<file path="config.mk">
export PLATFORM = sky130hd
export DESIGN_NAME = mult4s_accum_stage
export DESIGN_NICKNAME = d
export VERILOG_FILES = /design/src/rtl/mult4s_accum_stage.sv
export SDC_FILE = /design/constraint.sdc
export NUM_CORES = 1
export LEC_CHECK = 0
export CORE_ASPECT_RATIO = 1.75
export CORE_MARGIN = 3
export CORE_UTILIZATION = 58
export CTS_BUF_LIST = sky130_fd_sc_hd__clkbuf_8 sky130_fd_sc_hd__clkbuf_16
export DETAILED_ROUTE_END_ITERATION = 16
export PLACE_DENSITY = 0.85
export SYNTH_ARGS = -nofsm -noshare
export SYNTH_HDL_FRONTEND = slang
export SYNTH_SLANG_ARGS = --single-unit
</file>
<file path="constraint.sdc">
create_clock -name clk -period 6.34 [get_ports clk]
set_input_delay 0.634 -clock clk [delete_from_list [all_inputs] [get_ports clk]]
set_output_delay 0.634 -clock clk [all_outputs]
set_load 0.03 [all_outputs]
</file>
<file path="src/rtl/mult4s_accum_stage.sv">
// rtl/mult4s_accum_stage.sv - signed MAC back end summing groups of 8-bit products with a one-entry result register
// Optional MULT4S_ACCUM_SAT_EN clamps on signed overflow instead of wrapping.
module mult4s_accum_stage #(
  parameter int ACC_W = 12,
  parameter int TERMS = 16
) (
  input  logic                    clk,
  input  logic                    rst_n,
  input  logic                    clr,
  input  logic                    in_valid,
  output logic                    in_ready,
  input  logic signed [7:0]       product,
  input  logic                    in_last,
  output logic                    out_valid,
  input  logic                    out_ready,
  output logic signed [ACC_W-1:0] out_sum,
  output logic                    out_ovf
);

  localparam int CNT_W = (TERMS > 1) ? $clog2(TERMS) : 1;
  localparam logic [CNT_W-1:0] LAST_POS = CNT_W'(TERMS - 1);
`ifdef MULT4S_ACCUM_SAT_EN
  localparam logic signed [ACC_W-1:0] SAT_MAX = {1'b0, {(ACC_W-1){1'b1}}};
  localparam logic signed [ACC_W-1:0] SAT_MIN = {1'b1, {(ACC_W-1){1'b0}}};
`endif

  logic signed [ACC_W-1:0] acc;
  logic [CNT_W-1:0]        cnt;
  logic                    ovf;

  logic signed [ACC_W-1:0] t;
  logic signed [ACC_W-1:0] sum;
  logic signed [ACC_W-1:0] nxt;
  logic                    add_ovf;
  logic                    ovf_next;
  logic                    at_last;
  logic                    closing;
  logic                    accept;

  always_comb begin
    t        = ACC_W'(product);
    sum      = acc + t;
    add_ovf  = (acc[ACC_W-1] == t[ACC_W-1]) && (sum[ACC_W-1] != acc[ACC_W-1]);
    nxt      = t;
    ovf_next = 1'b0;
    // The first term of a group overwrites acc, so stale acc/ovf never leak in.
    if (cnt != '0) begin
      nxt      = sum;
      ovf_next = ovf | add_ovf;
`ifdef MULT4S_ACCUM_SAT_EN
      if (add_ovf) begin
        nxt = acc[ACC_W-1] ? SAT_MIN : SAT_MAX;
      end
`endif
    end
  end

  always_comb begin
    at_last  = (cnt == LAST_POS);
    closing  = at_last || in_last;
    // A closing term may only enter when the result slot is free or draining.
    in_ready = !clr
               && (!at_last || !out_valid || out_ready)
               && !(in_valid && in_last && out_valid && !out_ready);
    accept   = in_valid && in_ready;
  end

  always_ff @(posedge clk or negedge rst_n) begin
    if (!rst_n) begin
      acc       <= '0;
      cnt       <= '0;
      ovf       <= 1'b0;
      out_valid <= 1'b0;
      out_sum   <= '0;
      out_ovf   <= 1'b0;
    end else begin
      if (out_valid && out_ready) begin
        out_valid <= 1'b0;
      end
      if (clr) begin
        cnt <= '0;
        ovf <= 1'b0;
      end else if (accept) begin
        if (closing) begin
          out_sum   <= nxt;
          out_ovf   <= ovf_next;
          out_valid <= 1'b1;
          cnt       <= '0;
          ovf       <= 1'b0;
        end else begin
          acc <= nxt;
          cnt <= cnt + 1'b1;
          ovf <= ovf_next;
        end
      end
    end
  end

endmodule

</file>
==> summary.txt <==
Outcome
  • Status: completed

Placement
  • Final HPWL DP: between 3000 and 4000 um
  • Gpl congestion: around 0.83
  • Worst slack, placed: 3210 ps
  • Placed insts: roughly 280
  • Port bufs: 28

Timing
  • Final worst setup slack: about 3500 ps
  • RSZ-0062 raised after global routing: false
  • Final period util: 0.449
  • Fmax: between 0.3 and 0.4 GHz
  • Final Hold Viols: 0
  • Setup TNS: 0 ps
  • Worst Tran Pin Value: a little under 900 ps
  • Final worst clock skew: around 4.0 ps
  • Setup violations, final: 0
  • Final Slew Violations: 0
  • Worst relative slew slack: 0.408
  • Fin crit period: ~2800 ps

Synth
  • Most area-consuming cells after synthesis: dfrtp_1 (40%), ha_1 (8.5%), a21oi_1 (5.7%)
  • Post-synth ARST share: 1.00
  • Seq/Total Area, Yosys: 0.405
  • Syn_nets: 247
  • Post-synthesis cell area: ~1900 um2
  • Register bit total from synthesis: 31
  • Area leader, netlist: dfrtp_1
  • Synth top cells by count: dfrtp_1 (31), nand2_1 (26), a21oi_1 (22), nor2_1 (22), o21ai_0 (18)
  • Top FF cell, synth: dfrtp_1
  • Distinct cells, synth: 40
  • Synthesized instance count: ~220
  • YS warnings: 0
  • Yosys top cell area share: 0.405
  • Most frequent cell after synthesis: dfrtp_1
  • Post-synth EDFFs: 0
  • Mean area per synthesized cell: around 9 um2

Drt
  • Vias per std cell: 5.92
  • 1st-pass router iterations: 6
  • Post-Route WL: 4130 um
  • ANT nets after route: 0
  • Routed len/inst: around 14 um
  • Drt initial violations: 37
  • Routed length on met3: approximately 110 um
  • Uppermost layer routed: met4
  • DRC: 0
  • Met2 routed WL: between 2000 and 2500 um
  • Via count: 1,722
  • Wl on met1: ~1600 um

Finish
  • Nets: between 200 and 300
  • Non-filler cells, final: a little under 300
  • Share of post-route cells with drive strength above 1: 0.0524
  • ANT cells: 0
  • Layout overhead on the synthesized area: 20.5%
  • Fill cells: between 200 and 300

Hold path
  • Hold worst-path end: acc[10]
  • Min-Delay Path Class: register to register
  • Hold path start: acc[10]
  • Hold depth: 2

Setup path
  • WP data required: around 6600 ps
  • Critical path type: input pin to register
  • Critical path endpoint category: register
  • Startpoint types: input pin
  • R2R depth: 10
  • Critical path fanouts, max: 10
  • RR Startpoint: acc[0]
  • CP arrival: 3060 ps
  • R2R Setup Slk: 4120 ps
  • Reg2reg end: out_sum[10]

Die
  • Die Y-Extent: between 80 and 90 um
  • Die W: between 40 and 50 um
  • Initial Utilization: 0.610
  • Core area: 3140 um2
  • IO Count: 29
  • Total die area: about 4000 um2
  • Site Rows: 27

Global route
  • Largest net degree at the start of global routing: 32
  • Initial antenna violation count: 0
  • Gr ovfl total: 0
  • Global-route wire length before repair: 7040 um
  • Vias in the first global route: ~1,700
  • GRT Resource Usage Total: 0.224

CTS
  • Root Driver: clkbuf_8
  • Cts hold-fix bufs: 0
  • Clk sinks: 31
  • Post CTS Setup Buffer Count: 0
  • Clock slew at reported path FFs: 60 ps
  • Htree depth: 2
  • Clk Latency, worst-skew pair: 280 ps
  • CTS tree: yes
  • Total CTS buffers: 5
  • CTS resizes: 0
  • Clock Tree Buf Depth: 2

Flow run
  • Number of max-cap violations: 0

Pwr
  • Static Leak: roughly 0.001 uW
  • Pwr per Cell Area: 304 nW/um2
  • VDD IR max: 189 uV
-- registers in the layout (all words and copies together), names as in the netlist --
signal,flops
out_sum,12
acc,12
cnt,4
out_ovf,1
ovf,1
out_valid,1
-- logic make-up (layout without fill, tap and decap cells) --
family          Yosys count  in the layout  synth area share
simple gates             77             77             0.191
compound gates           70             70             0.227
flops                    31             31             0.405
buf+inv                  17             46            0.0333
fa+ha+maj                14             14            0.0953
xor+xnor                  6              6            0.0274
mux                       4              4            0.0215
-- worst max-delay path: stages --
cell and delay, ps:
clkdlybuf4s50_1 600, ha_1 490, and4_1 240, nand2_1 60, a21oi_1 230, o22ai_4 150
xnor2_1 160, or4_1 400, nand3_1 90
-- layout make-up --
| type | instances | area [um2] | share of cell area |
|---|---|---|---|
| timing repair buffer | 29 | 288 | 0.125 |
| inverter | 9 | 33.8 | 0.0146 |
| sequential | 31 | 776 | 0.336 |
| clock inverter | 3 | 12.5 | 0.00542 |
| clock buffer | 5 | 68.8 | 0.0298 |
| multi-input combinational | 171 | 1080 | 0.466 |
| tap | 43 | 53.8 | 0.0233 |
-- cell usage in the layout, fill, tap and decap left out, types with 3 or more instances in the layout --
cell type,count
a21o_1,4
o21ai_0,18
clkdlybuf4s50_1,28
inv_1,11
ha_1,13
a31oi_1,9
mux2i_1,3
clkbuf_8,5
nand3_1,5
dfrtp_1,31
nand2b_1,3
nor2_1,22
nand2_1,26
xor2_1,4
nor2b_1,5
a21oi_1,22
and3_1,3
-- metal layers --
metal | vias up | GRT usage
li1 | 834 | -
met1 | 851 | 0.241
met2 | 29 | 0.427
met3 | 8 | 0.0363
met4 | 0 | 0.0914
met5 | - | 0
-- power breakdown --
| group | leakage, uW | switching, uW | total, uW | internal (uW) |
|---|---|---|---|---|
| Clock | 0.0000505 | 69.3 | 143 | 73.6 |
| Sequential | 0.000375 | 22.4 | 259 | 237 |
| Combinational | 0.000605 | 171 | 300 | 129 |
| Total | 0.00103 | 263 | 702 | 440 |
-- worst max-delay path by stage --
stage	startpoint	endpoint	cells past startpoint
CTS	product[7]	out_sum[11]	9
floorplan	product[7]	out_sum[11]	8
global route	product[7]	out_sum[11]	9
global placement	product[7]	out_sum[11]	9
detailed placement	product[7]	out_sum[11]	9
finish	product[7]	out_sum[11]	9
-- stage by stage --
stage	total power, uW	cell area [um2]	utilization	hold slack (ps)
CTS	708	2310	0.735	491
floorplan	469	1920	-	338
global placement	556	2230	0.709	468
global route	753	2310	0.735	506
detailed placement	564	2230	0.709	479
finish	702	2310	0.735	487
Note: power is estimated with default switching activity, not from simulation.
